<file path="config.mk">
export PLATFORM = sky130hd
export DESIGN_NAME = ctrl_unit_mc
export DESIGN_NICKNAME = d
export VERILOG_FILES = /design/src/rtl/arm_ctrl_pkg.sv /design/src/rtl/ctrl_unit_mc_cond_check.sv /design/src/rtl/ctrl_unit_mc.sv
export SDC_FILE = /design/constraint.sdc
export NUM_CORES = 1
export LEC_CHECK = 0
export BUFFER_PORTS_ARGS = -buffer_cell sky130_fd_sc_hd__buf_4
export CAP_MARGIN = 15
export CORE_AREA = 2 2 51 53
export CTS_BUF_LIST = sky130_fd_sc_hd__clkbuf_2
export DETAILED_ROUTE_END_ITERATION = 6
export DIE_AREA = 0 0 53 55
export GPL_ROUTABILITY_DRIVEN = 0
export PLACE_DENSITY = 0.9
export SKIP_CTS_REPAIR_TIMING = 1
export SLEW_MARGIN = 20
export SYNTH_ARGS = -nofsm -noshare
export SYNTH_HDL_FRONTEND = slang
export SYNTH_HIERARCHICAL = 1
export SYNTH_SLANG_ARGS = --single-unit
</file>
<file path="constraint.sdc">
create_clock -name clk -period 2.6 [get_ports clk]
set_input_delay 0.13 -clock clk [delete_from_list [all_inputs] [get_ports clk]]
set_output_delay 0.13 -clock clk [all_outputs]
set_load 0.005 [all_outputs]
</file>
<file path="src/rtl/arm_ctrl_pkg.sv">
// Shared ARM decode constants, control bundle and decoder.
// Used by ctrl_unit_mc and cond_check.
package arm_ctrl_pkg;

  typedef enum logic {
    S_IDLE,
    S_MEM_WAIT
  } state_t;

  localparam logic [1:0] MODE_DP  = 2'b00;
  localparam logic [1:0] MODE_MEM = 2'b01;
  localparam logic [1:0] MODE_BR  = 2'b10;

  localparam logic [3:0] OP_MOV  = 4'b1101;
  localparam logic [3:0] OP_MVN  = 4'b1111;
  localparam logic [3:0] OP_ADD  = 4'b0100;
  localparam logic [3:0] OP_ADC  = 4'b0101;
  localparam logic [3:0] OP_SUB  = 4'b0010;
  localparam logic [3:0] OP_SBC  = 4'b0110;
  localparam logic [3:0] OP_AND  = 4'b0000;
  localparam logic [3:0] OP_ORR  = 4'b1100;
  localparam logic [3:0] OP_EOR  = 4'b0001;
  localparam logic [3:0] OP_CMP  = 4'b1010;
  localparam logic [3:0] OP_TST  = 4'b1000;
  localparam logic [3:0] OP_LDST = 4'b0100;

  localparam logic [3:0] CMD_MOV = 4'b0001;
  localparam logic [3:0] CMD_MVN = 4'b1001;
  localparam logic [3:0] CMD_ADD = 4'b0010;
  localparam logic [3:0] CMD_ADC = 4'b0011;
  localparam logic [3:0] CMD_SUB = 4'b0100;
  localparam logic [3:0] CMD_SBC = 4'b0101;
  localparam logic [3:0] CMD_AND = 4'b0110;
  localparam logic [3:0] CMD_ORR = 4'b0111;
  localparam logic [3:0] CMD_EOR = 4'b1000;

  localparam logic [3:0] CC_EQ = 4'b0000;
  localparam logic [3:0] CC_NE = 4'b0001;
  localparam logic [3:0] CC_CS = 4'b0010;
  localparam logic [3:0] CC_CC = 4'b0011;
  localparam logic [3:0] CC_MI = 4'b0100;
  localparam logic [3:0] CC_PL = 4'b0101;
  localparam logic [3:0] CC_VS = 4'b0110;
  localparam logic [3:0] CC_VC = 4'b0111;
  localparam logic [3:0] CC_HI = 4'b1000;
  localparam logic [3:0] CC_LS = 4'b1001;
  localparam logic [3:0] CC_GE = 4'b1010;
  localparam logic [3:0] CC_LT = 4'b1011;
  localparam logic [3:0] CC_GT = 4'b1100;
  localparam logic [3:0] CC_LE = 4'b1101;
  localparam logic [3:0] CC_AL = 4'b1110;
  localparam logic [3:0] CC_NV = 4'b1111;

  typedef struct packed {
    logic [3:0] exe_cmd;
    logic       mem_read;
    logic       mem_write;
    logic       wb_en;
    logic       branch;
    logic       s_out;
  } ctrl_t;

  function automatic ctrl_t decode(
    input logic [1:0] md,
    input logic [3:0] op,
    input logic       s
  );
    ctrl_t c;
    logic  hit;
    c   = '0;
    hit = 1'b1;
    if (md == MODE_DP) begin
      case (op)
        OP_MOV:  c.exe_cmd = CMD_MOV;
        OP_MVN:  c.exe_cmd = CMD_MVN;
        OP_ADD:  c.exe_cmd = CMD_ADD;
        OP_ADC:  c.exe_cmd = CMD_ADC;
        OP_SUB:  c.exe_cmd = CMD_SUB;
        OP_SBC:  c.exe_cmd = CMD_SBC;
        OP_AND:  c.exe_cmd = CMD_AND;
        OP_ORR:  c.exe_cmd = CMD_ORR;
        OP_EOR:  c.exe_cmd = CMD_EOR;
        OP_CMP:  c.exe_cmd = CMD_SUB;
        OP_TST:  c.exe_cmd = CMD_AND;
        default: hit = 1'b0;
      endcase
      if (hit) begin
        c.wb_en = (op != OP_CMP) && (op != OP_TST);
        c.s_out = s;
      end
    end else if (md == MODE_MEM && op == OP_LDST) begin
      c.exe_cmd   = CMD_ADD;
      c.mem_read  = s;
      c.mem_write = !s;
      c.wb_en     = s;
    end else if (md == MODE_BR && !op[3]) begin
      c.branch = 1'b1;
    end
    return c;
  endfunction

endpackage

</file>
<file path="src/rtl/ctrl_unit_mc_cond_check.sv">
// ARM condition evaluation (combinational).
// Ports: cond, sr_flags {N,Z,C,V} in; pass out.
module cond_check
  import arm_ctrl_pkg::*;
(
  input  logic [3:0] cond,
  input  logic [3:0] sr_flags,
  output logic       pass
);

  logic n, z, c, v;

  assign n = sr_flags[3];
  assign z = sr_flags[2];
  assign c = sr_flags[1];
  assign v = sr_flags[0];

  always_comb begin
    pass = 1'b0;
    unique case (cond)
      CC_EQ: pass = z;
      CC_NE: pass = !z;
      CC_CS: pass = c;
      CC_CC: pass = !c;
      CC_MI: pass = n;
      CC_PL: pass = !n;
      CC_VS: pass = v;
      CC_VC: pass = !v;
      CC_HI: pass = c && !z;
      CC_LS: pass = !c || z;
      CC_GE: pass = (n == v);
      CC_LT: pass = (n != v);
      CC_GT: pass = !z && (n == v);
      CC_LE: pass = z || (n != v);
      CC_AL: pass = 1'b1;
      CC_NV: pass = 1'b0;
    endcase
  end

endmodule

</file>
<file path="src/rtl/ctrl_unit_mc.sv">
// ID/EX control unit: decode, condition check, multi-cycle memory wait.
// In: instr fields, flags, freeze/flush, mem_ready. Out: registered controls, busy, mem_err.
module ctrl_unit_mc
  import arm_ctrl_pkg::*;
#(
  parameter int CMD_W       = 4,
  parameter int MEM_TIMEOUT = 16
) (
  input  logic             clk,
  input  logic             rst,
  input  logic             instr_valid,
  input  logic [1:0]       mode,
  input  logic [3:0]       op_code,
  input  logic             s,
  input  logic [3:0]       cond,
  input  logic [3:0]       sr_flags,
  input  logic             freeze,
  input  logic             flush,
  input  logic             mem_ready,
  output logic [CMD_W-1:0] exe_cmd,
  output logic             mem_read,
  output logic             mem_write,
  output logic             wb_en,
  output logic             branch,
  output logic             s_out,
  output logic             ctrl_valid,
  output logic             busy,
  output logic             mem_err
);

  localparam logic [7:0] TO_LAST = 8'(MEM_TIMEOUT - 1);

  state_t     state_q, state_d;
  ctrl_t      ctrl_q, ctrl_d, dec;
  logic       valid_q, valid_d;
  logic       busy_q, busy_d;
  logic       err_q, err_d;
  logic [7:0] cnt_q, cnt_d;
  logic       pass;

  cond_check u_cond (
    .cond     (cond),
    .sr_flags (sr_flags),
    .pass     (pass)
  );

  always_comb begin
    state_d = state_q;
    ctrl_d  = ctrl_q;
    valid_d = valid_q;
    busy_d  = busy_q;
    err_d   = 1'b0;
    cnt_d   = cnt_q;
    dec     = decode(mode, op_code, s);
    unique case (state_q)
      S_IDLE: begin
        busy_d = 1'b0;
        if (flush) begin
          ctrl_d  = '0;
          valid_d = 1'b0;
        end else if (freeze) begin
          ctrl_d  = ctrl_q;
          valid_d = valid_q;
        end else if (instr_valid && pass) begin
          ctrl_d  = dec;
          valid_d = 1'b1;
          if (dec.mem_read || dec.mem_write) begin
            state_d = S_MEM_WAIT;
            busy_d  = 1'b1;
            cnt_d   = '0;
          end
        end else begin
          ctrl_d  = '0;
          valid_d = 1'b0;
        end
      end
      S_MEM_WAIT: begin
        // ready wins over a coinciding timeout
        if (mem_ready || cnt_q == TO_LAST) begin
          state_d = S_IDLE;
          ctrl_d  = '0;
          valid_d = 1'b0;
          busy_d  = 1'b0;
          cnt_d   = '0;
          err_d   = !mem_ready;
        end else begin
          cnt_d = cnt_q + 8'd1;
        end
      end
    endcase
  end

  always_ff @(posedge clk or posedge rst) begin
    if (rst) begin
      state_q <= S_IDLE;
      ctrl_q  <= '0;
      valid_q <= 1'b0;
      busy_q  <= 1'b0;
      err_q   <= 1'b0;
      cnt_q   <= '0;
    end else begin
      state_q <= state_d;
      ctrl_q  <= ctrl_d;
      valid_q <= valid_d;
      busy_q  <= busy_d;
      err_q   <= err_d;
      cnt_q   <= cnt_d;
    end
  end

  assign exe_cmd    = CMD_W'(ctrl_q.exe_cmd);
  assign mem_read   = ctrl_q.mem_read;
  assign mem_write  = ctrl_q.mem_write;
  assign wb_en      = ctrl_q.wb_en;
  assign branch     = ctrl_q.branch;
  assign s_out      = ctrl_q.s_out;
  assign ctrl_valid = valid_q;
  assign busy       = busy_q;
  assign mem_err    = err_q;

endmodule
</file>
==> flow_metrics.tcl, run 1 <==
set metrics [dict create \
    status "finished clean" \
    grt_remaining_overflow 0 \
    area_growth_pct 22.55 \
    yosysTopAreaCell "dfrtp_1" \
    grt_use_total_pct 21.62 \
    htree_levels 1 \
    report.final.slew_viol_count 0 \
    synth_top_cell_area_share_pct 41.92 \
    remaining_drc_errors 0 \
    fin_crit_ns 1.911 \
    clk_path_buf_depth 2 \
    netlist_instances 128 \
    final_net_count 183 \
    dr.pass1.iters 4 \
    required_ns 2.84 \
    chipHeight_um 55 \
    setup_ws_ns 0.6891 \
    synth_common_cells "21 x dfrtp_1, 12 x nand2_1, 10 x nor2_1" \
    grt_max_degree 22 \
    cts_tree "built" \
    synthTopCellsByArea "dfrtp_1 42%, a32o_1 4.8%, nand2_1 3.6%" \
    vdd_drop_max_mv 0.3016 \
    antenna_found_initial 0 \
    p_comb_share_pct 17.2 \
    routedWlPerCell_um 14.92 \
    synth-seq-area-share_pct 41.92 \
    grt_pass1_wl_um 4540 \
    max_freq_ghz 0.5233 \
    worstHoldStart "mode[1]" \
    power_switching_uw 151.4 \
    ys_ff_latch 21 \
    dp_hpwl_um 2138 \
    pwr-share-clk_pct 23.9 \
    num_vias 1103 \
    yosysMostFrequentCell "dfrtp_1" \
    avgSynthCellArea_um2 9.795 \
    p_seq_share_pct 58.8 \
    tightest_slew_ns 0.7651 \
    drt_iter0_drc 14 \
    initial_core_util_pct 53.02 \
    worst_setup_path_end_kind "flop" \
    startpoint "sr_flags[3]" \
    layout-drive-gt1-share_pct 30.00 \
    dieWidth_um 53 \
    drv_cap 0 \
    finalSetupViolCount 0 \
    cts.clk_slew.worst_paths_ns 0.20 \
    yosysUniqueCellTypes 43 \
    finalHoldViolCount 0 \
    p_int_uw 412.1 \
    period_share_pct 73.50 \
    row_count 18 \
    grt_pass1_vias 1012 \
    clock_sinks 21 \
    final_antenna_net_count 0 \
    pin_count 33 \
    io_buffers 32 \
    dp_slack_ns 0.3316 \
    synthArstFlopShare_pct 100.0 \
    swShare_pct 26.87 \
    start_kind "primary input" \
    critical_path_arrival_ns 2.15 \
    ys_warn_count 6 \
    fp.dieArea_mm2 0.002915 \
    synth_area_mm2 0.001254 \
    rsz0062_at_grt "no" \
    insertion_delay_ns 0.32 \
    power_uw 563.5 \
    cts_root_buf "clkbuf_2" \
    place_area_mm2 0.001496 \
    fp.coreArea_mm2 0.002365 \
    setup_tns_ns 0 \
    yosys_most_used_dff "dfrtp_1" \
    slew_headroom_pct 48.94 \
    synth_edf_count 0 \
    vias_per_cell 5.805 \
    cts_buffers 3 \
    path_class "primary input to flop" \
    syn_nets 150 \
    critical_path.max_fanout 8 \
    diodes 0 \
    final_area_mm2 0.001536 \
    pwr_density_cell_mw_per_mm2 366.7 \
    hp-class "primary input to flop" \
    skew_ns 0.007953 \
    wl_um 2834 \
    r2r-start "cnt_q[0]$_DFFE_PP0P_" \
    power.leakage_uw 0.0007607 \
]
[metal layers]
metal	wire (um)	global-route usage, %	vias to the layer above
met5	0	0	-
li1	-	-	539
met2	1457	40.42	30
met3	106	1.613	4
met4	27	6.410	0
met1	1243	26.88	530
[path summary, 6_finish.rpt]
check                      cells after the start  slack [ns]                     end
setup reg to reg                               5        0.80  exe_cmd[2]$_DFFE_PP0P_
max in group asynchronous                      3        1.65      branch$_DFFE_PP0P_
hold reg to reg                                2        0.52        busy$_DFFE_PP0P_
setup / recovery                              10        0.69    cnt_q[5]$_DFFE_PP0P_
hold / removal                                 2        0.07      branch$_DFFE_PP0P_
min in group asynchronous                      3        0.48    cnt_q[6]$_DFFE_PP0P_
[power groups by stage]
stage               clock network [uW]  registers [uW]  logic, uW
detailed placement                   0             337       93.9
global route                       145             332        107
finish                             135             332       97.1
floorplan                            0             337       54.4
CTS                                137             332       94.6
global placement                     0             337       90.3
[cell usage in the layout, fill, tap and decap left out, types with 2 or more instances in the layout]
cell,Yosys,routed
a21o_1,3,3
buf_4,1,32
clkbuf_2,1,3
o21ai_0,5,5
nor2b_1,6,6
a22o_2,4,4
dfrtp_1,21,21
mux2_2,2,2
and3_1,2,2
inv_1,3,3
xor2_1,4,4
a22o_1,3,3
nand3_1,3,3
dlygate4sd3_1,0,2
nor3_1,4,4
xnor2_1,3,3
nor2_1,10,10
nand2_1,12,12
nand2b_1,3,3
a21oi_1,7,7
a32o_1,6,6
[metrics by stage]
stage / util (%) / std cells / hold WS, ns
final: 64.97 / 190 / 0.07012
after CTS: 64.13 / 188 / -0.06254
after detailed placement: 63.28 / 184 / 0.3219
after global routing: 64.97 / 190 / 0.07364
after floorplan: - / 128 / 0.1065
after global placement: 63.28 / 184 / 0.3162
[critical path: stages]
cell and delay, ns:
buf_4 0.12, xor2_1 0.25, xor2_1 0.11, a2111oi_1 0.40, a311oi_1 0.08, o22ai_1 0.11
and4bb_2 0.26, a41oi_2 0.26, a21o_1 0.24, a22o_2 0.20
[flip-flops by register name, summed over array words and instances (netlist names)]
| signal | cells |
|---|---|
| exe_cmd | 4 |
| mem_err | 1 |
| mem_write | 1 |
| s_out | 1 |
| busy | 1 |
| cnt_q | 8 |
| branch | 1 |
| ctrl_valid | 1 |
| state_q | 1 |
| wb_en | 1 |
| mem_read | 1 |
[cell families (layout without fill, tap and decap cells)]
kind of cell / Yosys count / count (layout) / synth area share, %
AND/OR/NAND/NOR: 49 / 49 / 21.56
AO/OA/AOI/OAI: 38 / 38 / 24.35
flip-flops: 21 / 21 / 41.92
buffers and inverters: 9 / 41 / 3.692
XOR/XNOR: 7 / 7 / 4.890
multiplexers: 3 / 3 / 2.595
adder cells (fa/ha/maj): 1 / 1 / 0.9978
[area by class of cell]
type                            count  area (um2)
Fill cell                         200       828.3
Multi-Input combinational cell     98       681.9
Sequential cell                    21       525.5
Timing Repair Buffer               34       260.3
Tap cell                           30       37.54
Clock buffer                        3       15.01
Inverter                            3       11.26
Clock inverter                      1       5.005
Note: power is estimated with default switching activity, not from simulation.
==> inputs of run 2 (changes only) <==
ABC_AREA = 1   (was default)
CORE_AREA = 2 2 54 56   (was 2 2 51 53)
DIE_AREA = 0 0 56 58   (was 0 0 53 55)
PLACE_DENSITY = 0.88   (was 0.9)
clock period = 1.91 ns   (was 2.6 ns; I/O delays follow)
==> run 2 against run 1 <==
Compared with the run above:
- global-route usage fell by 1.9 points
- hold slack got worse by 0.049 ns
- sequential power rose by 36%
- highest routed layer unchanged
- sequential cell count did not move
- largest power group unchanged
- combinational power rose by 52%
- critical path depth fell by 4
==> flow_metrics.tcl, run 2 <==
set metrics [dict create \
    netlist_instances 207 \
    rsz0062_at_grt "no" \
    wl_um 3059 \
    start_kind "flop" \
    grt_pass1_wl_um 5106 \
    synth-seq-area-share_pct 37.43 \
    finalHoldViolCount 0 \
    grt_remaining_overflow 0 \
    dp_hpwl_um 2366 \
    dieWidth_um 56 \
    multi_input_area_um2 768.2 \
    yosysMostFrequentCell "nand2_1" \
    worstHoldStart "mode[1]" \
    clk_path_buf_depth 2 \
    final_antenna_net_count 0 \
    power_uw 790.6 \
    antenna_found_initial 0 \
    cts_tree "built" \
    final_util_pct 64.52 \
    fin_crit_ns 1.478 \
    mostFrequentLayoutCells "77 x nand2_1, 32 x buf_4, 30 x nand3_1" \
    insertion_delay_ns 0.33 \
    pwr_density_cell_mw_per_mm2 460.2 \
    drt_iter0_drc 73 \
    setup_tns_ns 0 \
    io_buffers 32 \
    required_ns 2.20 \
    row_count 19 \
    path_class "flop to flop" \
    dr.pass1.iters 4 \
    largest_reg_flops 8 \
    fp.coreArea_mm2 0.002663 \
    chipHeight_um 58 \
    pin_count 33 \
    synth_area_mm2 0.001404 \
    diodes 0 \
    routedWlPerCell_um 11.12 \
    ys_warn_count 6 \
    area_growth_pct 22.37 \
    synth_edf_count 0 \
    slew_headroom_pct 46.90 \
    tightest_slew_ns 0.7956 \
    grt_use_total_pct 19.74 \
    fp.dieArea_mm2 0.003248 \
    largest_register "cnt_q" \
    avgSynthCellArea_um2 6.782 \
    skew_ns 0.005764 \
    clock_sinks 21 \
    cts_buffers 3 \
    yosys_most_used_dff "dfrtp_1" \
    htree_levels 1 \
    status "finished clean" \
    report.final.slew_viol_count 0 \
    syn_nets 229 \
    synthTopCellsByArea "dfrtp_1 37%, nand2_1 21%, nand3_1 11%" \
    grt_max_degree 22 \
    period_share_pct 77.40 \
    vdd_drop_max_mv 0.3643 \
    synthArstFlopShare_pct 100.0 \
    power.leakage_uw 0.001003 \
    r2r-start "cnt_q[0]$_DFFE_PP0P_" \
    remaining_drc_errors 0 \
    cts.clk_slew.worst_paths_ns 0.21 \
    grt_pass1_vias 1198 \
    critical_path_arrival_ns 1.77 \
    synth_top_cell_area_share_pct 37.43 \
    startpoint "cnt_q[0]$_DFFE_PP0P_" \
    ys_ff_latch 21 \
    yosysTopAreaCell "dfrtp_1" \
    fin_hold_ws_ns 0.02113 \
    critical_path.max_fanout 8 \
    layout.cells.most_common "nand2_1" \
    hp-class "primary input to flop" \
    drv_cap 0 \
    finalSetupViolCount 0 \
    worst_setup_path_end_kind "flop" \
    synth_common_cells "77 x nand2_1, 30 x nand3_1, 24 x inv_1" \
    layout-drive-gt1-share_pct 20.90 \
    vias_per_cell 5.145 \
    initial_core_util_pct 52.73 \
    final_net_count 267 \
    cts_root_buf "clkbuf_2" \
    max_freq_ghz 0.6765 \
    num_vias 1415 \
    seq_area_um2 525.5 \
    yosysUniqueCellTypes 24 \
    fillCellCount 244 \
]
[run 2: worst max-delay path, stage by stage, from the launching register on]
cell and delay, ns:
dfrtp_1 0.46, ha_1 0.25, nand3_1 0.17, nor2_2 0.08, nor3_4 0.30, nand2_1 0.10
nand2_1 0.08
[run 2: cells by family (layout without fill, tap and decap cells)]
| kind of cell | count (synthesis) | after routing | synth area share, % |
|---|---|---|---|
| XOR/XNOR | 4 | 4 | 2.495 |
| flip-flops | 21 | 21 | 37.43 |
| adder cells (fa/ha/maj) | 1 | 1 | 0.8911 |
| AND/OR/NAND/NOR | 142 | 142 | 47.33 |
| buffers and inverters | 29 | 66 | 7.843 |
| AO/OA/AOI/OAI | 10 | 10 | 4.010 |
[run 2: cell type report]
| class | count | share of cell area (%) |
|---|---|---|
| Clock buffer | 3 | 0.8740 |
| Sequential cell | 21 | 30.59 |
| Clock inverter | 1 | 0.2913 |
| Timing Repair Buffer | 34 | 15.15 |
| Tap cell | 31 | 2.258 |
| Multi-Input combinational cell | 157 | 44.72 |
| Inverter | 28 | 6.118 |
[run 2: final timing paths]
| kind | to | depth (start not counted) | slack, ns |
|---|---|---|---|
| hold / removal | exe_cmd[1]$_DFFE_PP0P_ | 4 | 0.02 |
| min in group asynchronous | s_out$_DFFE_PP0P_ | 3 | 0.43 |
| setup reg to reg | cnt_q[4]$_DFFE_PP0P_ | 6 | 0.43 |
| hold reg to reg | exe_cmd[3]$_DFFE_PP0P_ | 2 | 0.50 |
| setup / recovery | cnt_q[4]$_DFFE_PP0P_ | 6 | 0.43 |
| max in group asynchronous | cnt_q[5]$_DFFE_PP0P_ | 3 | 0.99 |
[run 2: layer usage]
layer	up-vias	part of all wire [%]	global-route usage [%]
li1	734	-	-
met1	626	46	28.55
met2	50	46	30.42
met3	5	5.6	2.009
met4	0	1.7	8.503
met5	-	0	0
[run 2: where the power goes]
group / switching, uW / internal, uW / total [uW]
combinational: 86.3 / 61.6 / 148
sequential: 2.80 / 449 / 452
clock: 143 / 47.5 / 191
total: 232 / 558 / 791
[run 2: through the flow]
stage,area [um2],worst slack (ns),instances
2_1_floorplan,1404,0.6536,207
3_3_place_gp,1678,0.3405,269
3_5_place_dp,1678,0.3267,269
4_1_cts,1698,0.4408,273
5_1_grt,1718,0.2997,275
6_report,1718,0.4317,275
==> inputs of run 3 (changes only) <==
ABC_AREA = 0   (was 1)
PLACE_DENSITY = 0.85   (was 0.88)
clock period = 1.2 ns   (was 1.91 ns; I/O delays follow)
==> run 3 against run 2 <==
Compared with the run above:
- the run now ends with setup timing left
- wire length grew 18%
- non-clock buffer count up 31
- cell count shrank 19%
- critical path depth rose by 4
- clock skew up 0.0036 ns
- hold slack worse by 0.017 ns
- sequential cell count is the same
- total power is 66% higher
- die area unchanged
- design area up 9.8%
- critical endpoint is now exe_cmd[3]$_DFFE_PP0P_
- largest cell class unchanged
- largest power group unchanged
==> flow_metrics.tcl, run 3 (synthesis gave the netlist of run 1 again) <==
set metrics [dict create \
    vias_per_cell 5.700 \
    worst_setup_path_end_kind "flop" \
    path_cells "buf_8 > xor2_4 > xor2_1 > a2111oi_2 > a311oi_1 > o22ai_1 > and4bb_2 > and2b_2 > and2_4 > a32o_1" \
    final_net_count 215 \
    remaining_drc_errors 0 \
    largest_register "cnt_q" \
    pwr_density_cell_mw_per_mm2 696.7 \
    rsz0062_at_grt "yes" \
    num_vias 1271 \
    critical_path_arrival_ns 1.88 \
    setup_ws_ns -0.4382 \
    worstHoldStart "mem_ready" \
    clk_path_buf_depth 2 \
    period_share_pct 136.5 \
    area_growth_pct 50.40 \
    drv_cap 0 \
    final_antenna_net_count 0 \
    clock_sinks 21 \
    io_buffers 32 \
    max_freq_ghz 0.6104 \
    r2r-start "cnt_q[4]$_DFFE_PP0P_" \
    cts.clk_slew.worst_paths_ns 0.22 \
    seq_area_um2 525.5 \
    final_util_pct 70.82 \
    crit_buf_inv 1 \
    slew_headroom_pct 72.39 \
    fillCellCount 195 \
    multi_input_area_um2 775.7 \
    initial_core_util_pct 47.09 \
    cts_buffers 3 \
    crit_family "simple AND/OR/NAND/NOR gates" \
    max_stage_delay_ns 0.27 \
    layout.cells.most_common "buf_4" \
    startpoint "sr_flags[0]" \
    slowest_stage "and4bb_2" \
    routedWlPerCell_um 16.15 \
    report.final.slew_viol_count 0 \
    grt_use_total_pct 20.33 \
    path_class "primary input to flop" \
    cts_root_buf "clkbuf_2" \
    htree_levels 1 \
    dieWidth_um 56 \
    vdd_drop_max_mv 0.6998 \
    diodes 0 \
    cts_tree "built" \
    row_count 19 \
    start_kind "primary input" \
    tightest_slew_ns 0.4126 \
    fin_crit_ns 1.638 \
    hp-class "primary input to flop" \
    layout-drive-gt1-share_pct 47.92 \
    rrSetupSlack_ns -0.34 \
    skew_ns 0.009412 \
    violations "setup timing" \
    fin_hold_ws_ns 0.004157 \
    status "complete, but fails checks" \
    largest_reg_flops 8 \
    grt_pass1_wl_um 5285 \
    power.leakage_uw 0.0009466 \
    antenna_found_initial 0 \
    dp_hpwl_um 2451 \
    chipHeight_um 58 \
    insertion_delay_ns 0.33 \
    drt_iter0_drc 40 \
    wl_um 3601 \
    finalSetupViolCount 20 \
    fp.coreArea_mm2 0.002663 \
    grt_remaining_overflow 0 \
    finalHoldViolCount 0 \
    grt_max_degree 22 \
    grt_pass1_vias 1232 \
    mostFrequentLayoutCells "58 x buf_4, 21 x dfrtp_1, 10 x nand2_1" \
    dr.pass1.iters 4 \
    critical_path.max_fanout 5 \
    pin_count 33 \
    required_ns 1.44 \
    fp.dieArea_mm2 0.003248 \
]
-- run 3: changes by cell type in the layout (fill, tap and decap cells not counted), sizes merged, moves of 3 or more --
cell    change
a21o        +4
a21oi       +5
a22o        +7
a32o        +6
and3        +3
buf        +30
inv        -24
nand2      -67
nand2b      +3
nand3      -30
nand4       -6
nor2        -9
nor2b       +6
xnor2       +3
-- run 3: final timing paths --
check	endpoint	cells past startpoint
worst min-delay path	cnt_q[4]$_DFFE_PP0P_	4
worst min register to register	ctrl_valid$_DFFE_PP0P_	1
worst max-delay path	exe_cmd[3]$_DFFE_PP0P_	10
worst max register to register	cnt_q[5]$_DFFE_PP0P_	5
min in group asynchronous	wb_en$_DFFE_PP0P_	4
max in group asynchronous	cnt_q[1]$_DFFE_PP0P_	4
-- run 3: final cells by class --
| class | instances | share of cell area (%) |
|---|---|---|
| clock buffers | 3 | 0.7963 |
| clock inverters | 1 | 0.2654 |
| inverters | 3 | 0.5972 |
| multi-input cells | 99 | 41.14 |
| flip-flops and latches | 21 | 27.87 |
| well taps | 31 | 2.057 |
| repair buffers | 65 | 27.27 |
-- run 3: per-layer routing --
metal  wire length, um  GRT usage [%]
met1              1501          23.45
met2              1930          40.50
met3               152          2.232
met5                 0              0
met4                17          4.082
-- run 3: power by group --
part	internal (uW)	switching, uW	leakage (uW)
Combinational	148	137	0.000637
Clock	75.6	235	0.0000164
Sequential	714	3.44	0.000293
-- run 3: worst register-to-register path, stage by stage, from the launching register on --
cell	delay (ns)
dfrtp_1	0.46
nor4_4	0.35
a21oi_4	0.12
buf_4	0.18
a21o_1	0.16
a22o_2	0.19
-- run 3: per-stage QoR --
stage / area (um2) / setup TNS, ns / setup slack (ns) / instances / power [uW]
after floorplan: 1296 / -9.797 / -0.6148 / 128 / 857.7
after global placement: 1719 / -14.24 / -0.8366 / 210 / 965.5
after detailed placement: 1719 / -15.97 / -0.9201 / 210 / 977.2
after CTS: 1739 / -8.910 / -0.5540 / 214 / 1264
after global routing: 1886 / -8.371 / -0.4709 / 223 / 1371
final: 1886 / -7.488 / -0.4382 / 223 / 1314
